File: src/rtl/fetch_if.sv
// Fetch-unit signal bundle: run control and decoder hints in, ROM address and status out,
// plus the branch-target LUT write port.
interface fetch_if #(
    parameter int PC_W   = 10,
    parameter int LUT_AW = 5
);
    logic              Start;
    logic [PC_W-1:0]   start_addr;
    logic              branch_en;
    logic [LUT_AW-1:0] target_sel;
    logic              halt;
    logic              lut_we;
    logic [LUT_AW-1:0] lut_waddr;
    logic [PC_W-1:0]   lut_wdata;
    logic [PC_W-1:0]   PC;
    logic              running;
    logic              Done;
    logic [15:0]       instr_count;

    modport master (
        output Start, start_addr, branch_en, target_sel, halt,
               lut_we, lut_waddr, lut_wdata,
        input  PC, running, Done, instr_count
    );

    modport slave (
        input  Start, start_addr, branch_en, target_sel, halt,
               lut_we, lut_waddr, lut_wdata,
        output PC, running, Done, instr_count
    );
endinterface

File: src/rtl/fetch_unit.sv
// Instruction fetch sequencer: IDLE/RUN/HALTED control of the ROM program counter,
// with a small branch-target LUT that is writable only while not running.
module fetch_unit #(
    parameter int PC_W   = 10,
    parameter int LUT_AW = 5
) (
    input  logic    CLK,
    input  logic    Reset,
    fetch_if.slave  bus
);
    typedef enum logic [1:0] {
        S_IDLE   = 2'd0,
        S_RUN    = 2'd1,
        S_HALTED = 2'd2
    } state_t;

    localparam int LUT_DEPTH = 1 << LUT_AW;

    state_t            state_q, state_d;
    logic [PC_W-1:0]   pc_q, pc_d;
    logic [15:0]       count_q, count_d;
    logic              running_q, done_q;
    logic              lut_wr;
    logic [PC_W-1:0]   lut [LUT_DEPTH];

    // NOTE: every always_comb output gets a default first so no path can infer a latch.
    always_comb begin
        state_d = state_q;
        pc_d    = pc_q;
        count_d = count_q;
        lut_wr  = 1'b0;

        unique case (state_q)
            S_IDLE, S_HALTED: begin
                lut_wr = bus.lut_we;
                if (bus.Start) begin
                    state_d = S_RUN;
                    pc_d    = bus.start_addr;
                    count_d = '0;
                end
            end
            S_RUN: begin
                // Every RUN edge fetches one instruction, whichever way the PC moves.
                count_d = (count_q == 16'hFFFF) ? count_q : count_q + 16'd1;
                if (bus.halt) begin
                    state_d = S_HALTED;
                end else if (bus.branch_en) begin
                    pc_d = lut[bus.target_sel];
                end else begin
                    pc_d = pc_q + PC_W'(1);
                end
            end
            default: state_d = S_IDLE;
        endcase
    end

    // NOTE: sequential state uses non-blocking assignments so every register samples pre-edge values.
    always_ff @(posedge CLK) begin
        if (Reset) begin
            state_q   <= S_IDLE;
            pc_q      <= '0;
            count_q   <= '0;
            running_q <= 1'b0;
            done_q    <= 1'b0;
        end else begin
            state_q   <= state_d;
            pc_q      <= pc_d;
            count_q   <= count_d;
            running_q <= (state_d == S_RUN);
            done_q    <= (state_d == S_HALTED);
        end
    end

    // NOTE: the LUT is reset because a branch after reset must land on a known target (zero).
    always_ff @(posedge CLK) begin
        if (Reset) begin
            for (int i = 0; i < LUT_DEPTH; i++) begin
                lut[i] <= '0;
            end
        end else if (lut_wr) begin
            lut[bus.lut_waddr] <= bus.lut_wdata;
        end
    end

    assign bus.PC          = pc_q;
    assign bus.running     = running_q;
    assign bus.Done        = done_q;
    assign bus.instr_count = count_q;
endmodule

File: src/flat_wrapper.sv
// flat-port wrapper written by rule: the top's interface ports become plain ports
module fetch_unit_flat 
#(
    parameter int PC_W   = 10,
    parameter int LUT_AW = 5
)
  (CLK, Reset, bus_Start, bus_start_addr, bus_branch_en, bus_target_sel, bus_halt, bus_lut_we, bus_lut_waddr, bus_lut_wdata, bus_PC, bus_running, bus_Done, bus_instr_count);
  fetch_if #(.PC_W(PC_W), .LUT_AW(LUT_AW)) bus_i ();
  input  logic CLK;
  input  logic Reset;
  input wire logic [$bits(bus_i.Start)-1:0] bus_Start;
  input wire logic [$bits(bus_i.start_addr)-1:0] bus_start_addr;
  input wire logic [$bits(bus_i.branch_en)-1:0] bus_branch_en;
  input wire logic [$bits(bus_i.target_sel)-1:0] bus_target_sel;
  input wire logic [$bits(bus_i.halt)-1:0] bus_halt;
  input wire logic [$bits(bus_i.lut_we)-1:0] bus_lut_we;
  input wire logic [$bits(bus_i.lut_waddr)-1:0] bus_lut_waddr;
  input wire logic [$bits(bus_i.lut_wdata)-1:0] bus_lut_wdata;
  output wire logic [$bits(bus_i.PC)-1:0] bus_PC;
  output wire logic [$bits(bus_i.running)-1:0] bus_running;
  output wire logic [$bits(bus_i.Done)-1:0] bus_Done;
  output wire logic [$bits(bus_i.instr_count)-1:0] bus_instr_count;
  assign bus_i.Start = bus_Start;
  assign bus_i.start_addr = bus_start_addr;
  assign bus_i.branch_en = bus_branch_en;
  assign bus_i.target_sel = bus_target_sel;
  assign bus_i.halt = bus_halt;
  assign bus_i.lut_we = bus_lut_we;
  assign bus_i.lut_waddr = bus_lut_waddr;
  assign bus_i.lut_wdata = bus_lut_wdata;
  assign bus_PC = bus_i.PC;
  assign bus_running = bus_i.running;
  assign bus_Done = bus_i.Done;
  assign bus_instr_count = bus_i.instr_count;
  fetch_unit #(.PC_W(PC_W), .LUT_AW(LUT_AW)) u_core (.CLK(CLK), .Reset(Reset), .bus(bus_i));
endmodule
File: config.mk
export PLATFORM = sky130hd
export DESIGN_NAME = fetch_unit_flat
export DESIGN_NICKNAME = d
export VERILOG_FILES = /design/src/rtl/fetch_if.sv /design/src/rtl/fetch_unit.sv /design/src/flat_wrapper.sv
export SDC_FILE = /design/constraint.sdc
export NUM_CORES = 1
export LEC_CHECK = 0
export CORE_UTILIZATION = 55
export DETAILED_ROUTE_END_ITERATION = 16
export GPL_TIMING_DRIVEN = 0
export PLACE_DENSITY_LB_ADDON = 0.1
export SETUP_SLACK_MARGIN = 0.3
export SLEW_MARGIN = 30
export SYNTH_ARGS = -nofsm -noshare
export SYNTH_HDL_FRONTEND = slang
export SYNTH_SLANG_ARGS = --single-unit
File: constraint.sdc
create_clock -name CLK -period 2 [get_ports CLK]
set_input_delay 0.3 -clock CLK [delete_from_list [all_inputs] [get_ports CLK]]
set_output_delay 0.3 -clock CLK [all_outputs]
set_load 0.01 [all_outputs]
# ---- After elaboration in Yosys (flattened, before gate mapping)
# Memory sizes are Yosys's and may differ from the RTL's.
# Cells that the tools add are included.
dict set report word_totals {
  input_bits 36
  latch_bits 0
  mem_bits_ro 0
  elab_cells 41
  register_bits 30
  mem_bits_rw 320
  memories 1
  output_inout_bits 28
}
dict set report op_classes {
  n_addsub 2
  n_mul 0
  shifts 0
  mux 19
  div_mod_pow 0
  n_eq_ne 8
  reduce_logical 6
  order_cmp 0
  bitwise_logic 0
}
# name depth width read_ports rd_ports_with_merged_regs wr line
set mem_list {}
lappend mem_list {u_core.lut 32 10 1 0 32 fetch_unit.sv:24} ;# logic [PC_W-1:0] lut [LUT_DEPTH];
# operator count
set ops {}
lappend ops {{two-way mux 10 bit} 4}
lappend ops {{two-way mux 16 bit} 2}
lappend ops {{case mux 16 bit (2 select lines)} 1}
lappend ops {{case mux 10 bit (2 select lines)} 1}
lappend ops {{adder 16 x 1 -> 16 bit, second input constant} 1}
lappend ops {{equality test 16 bit, second input constant} 1}
lappend ops {{adder 10 x 1 -> 10 bit, second input constant} 1}
lappend ops {{OR reduction 10 bit} 1}
lappend ops {{two-way mux 1 bit} 7}
lappend ops {{!= test 2 bit, second input constant} 3}
lappend ops {{AND reduction 3 bit} 2}
lappend ops {{two-way mux 5 bit} 1}
lappend ops {{equality test 2 x 1 -> 1 bit, second input constant} 2}
lappend ops {{equality test 2 bit, second input constant} 2}
lappend ops {{two-way mux 2 bit} 2}
lappend ops {{case mux 2 bit (2 select lines)} 1}
lappend ops {{logical NOT 2 bit} 1}
lappend ops {{nonzero test 2 bit} 1}
lappend ops {{OR reduction 2 bit} 1}

# ---- Depth between registers and ports, before layout
dict set report depth {
  depth_word 8
  ltp_mapped 8
  ltp_nobuf 6
}

# ---- Worst setup path before layout
# Ideal clock, no wire load.
dict set report synth_timing {
  path_type {register -> register}
  start {register u_core.count_q[0], in the netlist u_core.bus.instr_count[0]}
  end {register u_core.count_q[15], in the netlist u_core.bus.instr_count[15]}
  path_stages_with_launch 8
  path_slack_ps 153
  n_path_buf 1
  setup_ps 70
  arrival_time_ps 1777
  t_required_ps 1930
  synth_period_minus_slack_ps 1847
  cell_sequence {dfxtp_1 > ha_1 > nand4_1 > nor3_1 > clkbuf_1 > or3b_1 > or3_1 > a21oi_1}
}
dict set report synth_via {
  elab_chain_len 3
  word_cells_on_any_way 6
  cone_classes {add/sub (1); eq/ne (2); mux (2); reduce/logical (1)}
}
# item line
set synth_rtl {}
lappend synth_rtl {{start, declared} fetch_unit.sv:21} ;# logic [15:0] count_q, count_d;
lappend synth_rtl {{start signal, assigned} fetch_unit.sv:68} ;# count_q <= count_d;
lappend synth_rtl {{adder 16 x 1 -> 16 bit or equality test 16 bit (tied branches)} fetch_unit.sv:44} ;# count_d = (count_q == 16'hFFFF) ? count_q : count_q + 16'd1;
lappend synth_rtl {{two-way mux 16 bit or != test 2 bit (tied branches)} --}
lappend synth_rtl {{case mux 16 bit (2 select lines) or AND reduction 3 bit (tied branches)} --}
# Several ways; a longest one is shown, not always the timed one. The select of a mux whose other input is x is not followed.
# A chain may end at the register's enable or synchronous reset.

==> flow_summary.rst <==
.. list-table::
   :header-rows: 1

   * - Metric
     - Value
   * - Cell row count
     - 63
   * - Total design power
     - 0.0174 W
   * - Initial antenna violation count
     - 0
   * - Total length of routed wires
     - 51.2 mm
   * - Worst IR drop on VDD
     - 0.000604 V
   * - Number of cells produced by synthesis
     - 1226
   * - Post-synthesis adder-cell area fraction
     - 0.151%
   * - FMAX
     - 546 MHz
   * - Die Wd
     - 176 µm
   * - Post-Route Utilization
     - 69.6%
   * - Total via count after detailed routing
     - 11.3k
   * - Overall track demand over capacity in global routing
     - 32.7%
   * - Cell with the most instances after synthesis
     - and2_1
   * - Final worst-path cycle share
     - 91.6%
   * - Post-layout minimum cycle time
     - 1.83 ns
   * - Maximum number of pins on one net before global-route repair
     - 15
   * - Die Footprint
     - 0.0309 mm²
   * - Cell breakdown of the critical path
     - nor3b_4 > buf_6 > buf_6 > nand3b_1 > buf_12 > nor2_4 > or2_4
   * - Number of library cell types mapped by synthesis
     - 62
   * - Placed instance area
     - 0.0178 mm²
   * - Number of synthesized flops with an enable pin
     - 320
   * - RR Endpoint
     - u_core.lut[29][8]
   * - Xor and xnor area share after synthesis
     - 0.685%
   * - Critical path data arrival time
     - 2.05 ns
   * - Most used standard cells in the synthesized netlist
     - and2_1, edfxtp_1, clkbuf_1
   * - Antenna cells
     - 0
   * - 1st-pass router iterations
     - 6
   * - Clock transition at the registers of the reported paths
     - 0.06 ns
   * - Post-CTS Hold Fix Bufs
     - 0
   * - Static leakage
     - 7.84 nW
   * - Max-cap violation count
     - 0
   * - Area fraction in compound gates after synthesis
     - 4.38%
   * - Clock root cell
     - clkbuf_16
   * - Wire length of the first global-routing pass
     - 71.1 mm
   * - Post-layout instance area
     - 0.0206 mm²
   * - CTS max path bufs
     - 3
   * - Kind of critical path
     - reg2reg
   * - Worst hold margin
     - 0.402 ns
   * - R2R Path Start
     - u_core.state_q[0]
   * - H-tree levels
     - 2
   * - Core box area
     - 0.0296 mm²
   * - Ys Warns
     - 0
   * - Netlist Area Pre-Place
     - 0.0166 mm²
   * - Share of the yosys chip area belonging to registers
     - 61.5%
   * - R2R cell count
     - 7
   * - Max-slew headroom at the worst pin
     - 37.5%
   * - Async set or reset register ratio after synthesis
     - 0%
   * - TritonCTS clock tree
     - yes
   * - Number of top-level pins
     - 64
   * - Detailed router's first-iteration violation count
     - 1505
   * - Mean instance size in the synthesized netlist
     - 13.5 µm²
   * - Power Density
     - 843 mW/mm²
   * - Share of cell area taken by muxes after synthesis
     - 11.1%
   * - Hold path cells
     - 3
   * - Final critical-path setup slack
     - 0.168 ns
   * - DP Wirelength
     - 33.1 mm
   * - Cell taking the most area after synthesis
     - edfxtp_1
   * - Transition at the pin with the smallest max-transition slack
     - 0.938 ns
   * - CTS Sinks
     - 350
   * - Die H
     - 176 µm
   * - Result of the run
     - completed
   * - Count of final max-slew check failures
     - 0
   * - Final setup skew
     - 0.0211 ns
   * - Flip-flop cell with the highest count after synthesis
     - edfxtp_1
   * - Antenna-violating nets left
     - 0
   * - Pre-CTS setup slack
     - -1.05 ns
   * - Residual DRC count
     - 0
   * - Total overflow reported by the global router
     - 0
   * - Area fraction in and, or, nand and nor cells after synthesis
     - 19.3%
   * - Worst setup EP type
     - register
   * - Insertion delay of the later-clocked pin in the worst-skew pair
     - 0.53 ns
   * - Largest stage delay on the critical path
     - 0.36 ns
   * - Via count of the first global-routing pass
     - 10.4k
   * - Worst min-delay path category
     - in2reg
   * - Setup repair after global routing missed its margin
     - true
   * - Average wire length per cell after detail routing
     - 28.4 µm
   * - Initial core utilization
     - 56.0%
   * - Hold worst-path end
     - u_core.bus.PC[7]
   * - Start point of the worst hold path
     - bus_branch_en
   * - Yosys reg bits
     - 350
   * - Total count of hold-check failures in the final report
     - 0
   * - Syn_nets
     - 1264
   * - Worst R2R Setup Slack
     - 0.17 ns
   * - Startpoint type of the worst setup path
     - register
   * - Nets@finish
     - 1421
   * - CP Data Required Time
     - 2.22 ns
   * - Critical Path Slowest Stage Cell
     - dfxtp_4
   * - Placer Congestion
     - 0.949
   * - Cells taking the most area after synthesis
     - edfxtp_1, and2_1, mux4_2
   * - Fraction of final layout cells with drive strength greater than 1
     - 27.5%
   * - Post-synth top area share
     - 57.8%
   * - Max Fanout on Critical Path
     - 8
   * - Final-report setup violation count
     - 0
   * - Cell repeated most along the worst path
     - buf_6
   * - Count of input and output buffers
     - 62
   * - Combinational family with the most area after synthesis
     - simple AND/OR/NAND/NOR gates
   * - Layout-stage area growth over the synthesis result
     - 24.2%
   * - Cts bufs inserted
     - 38
   * - Number of vias per cell
     - 6.29
[through the flow]
stage | setup TNS (ns) | std cells
2_1_floorplan | 0 | 1226
3_3_place_gp | -403.56 | 1678
3_5_place_dp | -419.47 | 1678
4_1_cts | 0 | 1765
5_1_grt | 0 | 1802
6_report | 0 | 1802
[worst max path at each step]
stage,from,end,cells past startpoint
after CTS,u_core.bus.instr_count[0],u_core.bus.instr_count[15],7
final,u_core.state_q[0],u_core.lut[29][8],7
after global routing,u_core.state_q[0],u_core.lut[2][3],7
after floorplan,bus_target_sel[0],u_core.bus.PC[6],6
after global placement,bus_target_sel[2],u_core.bus.PC[7],7
after detailed placement,bus_target_sel[2],u_core.bus.PC[7],7
[registers in the layout, summed over array words and instances (netlist names)]
| name | flops |
|---|---|
| u_core.bus.instr_count | 16 |
| u_core.state_q | 2 |
| u_core.bus.Done | 1 |
| u_core.bus.PC | 10 |
| u_core.bus.running | 1 |
| u_core.lut | 320 |
[placed cells by master, fill, tap and decap left out, drive strengths merged, types with 5 or more instances in the layout]
master / instances
and2: 322
edfxtp: 320
clkbuf: 103
nor2: 79
buf: 79
mux4: 71
or2: 60
nand2: 32
dfxtp: 30
clkdlybuf4s50: 29
dlymetal6s2s: 28
nand3: 21
mux2i: 20
a21oi: 18
a22oi: 14
nor2b: 14
clkinv: 14
xnor2: 12
o21ai: 9
nor3: 9
a2111oi: 9
a211oi: 8
o22ai: 7
o221ai: 7
inv: 7
nand2b: 6
nand4: 6
bufinv: 6
dlygate4sd2: 5
a311oi: 5
[cell families (layout without fill, tap and decap cells)]
family                   count (synthesis)  count (layout)
AO/OA/AOI/OAI                          100             100
XOR/XNOR                                13              13
adder cells (fa/ha/maj)                  2               2
buffers and inverters                  112             272
flip-flops                             350             350
multiplexers                            95              95
AND/OR/NAND/NOR                        554             580
[metal layers]
metal  routed length (µm)  vias up  GRT usage [%]
met5                    0        -              0
met4                 2600        0           15.0
met3                 5620      131           6.71
met2                23000      697           48.8
met1                19900     5661           46.2
li1                     -     4839              -
[area by class of cell]
type	instances	area (µm²)
Timing Repair Buffer	91	998
Multi-Input combinational cell	790	6680
Clock inverter	21	253
Inverter	6	23.8
Fill cell	2021	9010
Buffer	106	923
Tap cell	390	488
Clock buffer	48	1030
Sequential cell	350	10200
[what timing repair did]
item | in CTS | in global routing
gates resized for setup | 213 | 228
hold endpoints to repair | 0 | 0
pin swaps | 19 | 57
endpoints found under the setup margin | 688 | 689
gates cloned | 12 | 24
buffers inserted | 6 | 13
[critical path, delay by kind of cell, from the launching register on]
family,cells,cell delay (ns)
buf+inv,3,0.45
flops,1,0.36
simple gates,4,0.74
[power by group]
group / leakage, nW / internal [W] / switching (W)
sequential: 3.49 / 0.00826 / 0.000114
clock: 0.626 / 0.00442 / 0.00288
combinational: 3.72 / 0.000678 / 0.00103
No activity file was read; power rests on OpenSTA's default activity.
==> patch (config.mk and constraints unchanged) <==
`pc_q` no longer has a reset.
--- a/src/rtl/fetch_unit.sv
+++ b/src/rtl/fetch_unit.sv
@@ -58,17 +58,19 @@
     always_ff @(posedge CLK) begin
         if (Reset) begin
             state_q   <= S_IDLE;
-            pc_q      <= '0;
             count_q   <= '0;
             running_q <= 1'b0;
             done_q    <= 1'b0;
         end else begin
             state_q   <= state_d;
-            pc_q      <= pc_d;
             count_q   <= count_d;
             running_q <= (state_d == S_RUN);
             done_q    <= (state_d == S_HALTED);
         end
+    end
+
+    always_ff @(posedge CLK) begin
+        pc_q <= pc_d;
     end
 
     // NOTE: the LUT is reset because a branch after reset must land on a known target (zero).
Function: changed (a bounded check fails within 4 cycles, from zero or initial values and one cycle with Reset high).
==> patch against the unedited design <==
Cell area is 3.2% higher. Largest cell class unchanged. Synthesized area decreased by 1.0%. Routed wire length grew 8.5%. Total power decreased by 1.4%. Worst setup slack worse by 0.15 ns. Maximum frequency is 7.7% lower. Die area down 0.99%. Synthesized cell count fell by 2.9%. Sequential cell count stayed put.
==> patch: results (changes against the unedited design) <==
Status - complete, no violations
DP Worst Slack - -1.669 ns (-0.6229 ns)
Buffering overhead - 0.1144 (+0.02117)
Placer's final routability congestion estimate - 1.011 (+6.6%)
Synth Area in Adders - 0.001522 (+0.00001524)
Die Area - 30600 µm² (-0.99%)
Metal2 WL - 25440 µm (+10%)
P_leak - 0.007805 µW (-0.42%)
WL met1 - 20410 µm (+2.6%)
First-pass GRT wire length - 76110 µm (+7.1%)
CP arrival - 2.25 ns (+0.20 ns)
Mapped Nets - 1229 (-2.8%)
Hold path cells - 2 (-1)
Synth Area in Compound Gates - 0.04984 (+0.005998)
Syn avg cell area - 13.81 µm² (+1.9%)
Post-Synth XOR/XNOR Area - 0.009054 (+0.002200)
DR WL met3 - 6573 µm (+17%)
Seq area share - 0.4854 (-0.01067)
Multiplexer share of the synthesized area - 0.1118 (+0.0007431)
CP max FO - 1 (-7)
Inst Count DP - 1636 (-2.5%)
VDD IR max - 0.0006780 V (+12%)
Slowest Stage Delay on Critical Path - 0.53 ns (+0.17 ns)
Initial antenna violation count - 2 (+2)
Number of port buffers - 61 (-1.6%)
Hpwl dp - 34700 µm (+5.0%)
Filler instances - 1857 (-8.1%)
-- patch: metal layers --
layer / GRT usage / vias up
met3: 0.07093 / 215
met5: 0 / -
met2: 0.5564 / 861
met4: 0.1815 / 0
met1: 0.4746 / 5789
li1: - / 4822
-- patch: what timing repair did --
| item | CTS | global route |
|---|---|---|
| buffers inserted | 69 | 23 |
| endpoints found under the hold margin | 0 | 0 |
| pin swaps | 64 | 29 |
| hold buffers | 0 | 0 |
| gates cloned | 1 | 5 |
| setup endpoints to repair | 697 | 422 |
| resized for setup | 260 | 86 |
-- patch: path summary, 6_finish.rpt --
check / from / to / slack, ns
worst min-delay path: Reset / u_core.bus.instr_count[1] / 0.24
worst max-delay path: u_core.lut[16][7] / u_core.bus.PC[7] / 0.02
worst max register to register: u_core.lut[16][7] / u_core.bus.PC[7] / 0.02
worst min register to register: u_core.bus.instr_count[7] / u_core.bus.instr_count[7] / 0.50
-- patch: power by group --
part | switching [µW] | internal (µW)
registers | 102 | 8270
clock network | 2850 | 3870
logic | 1220 | 832
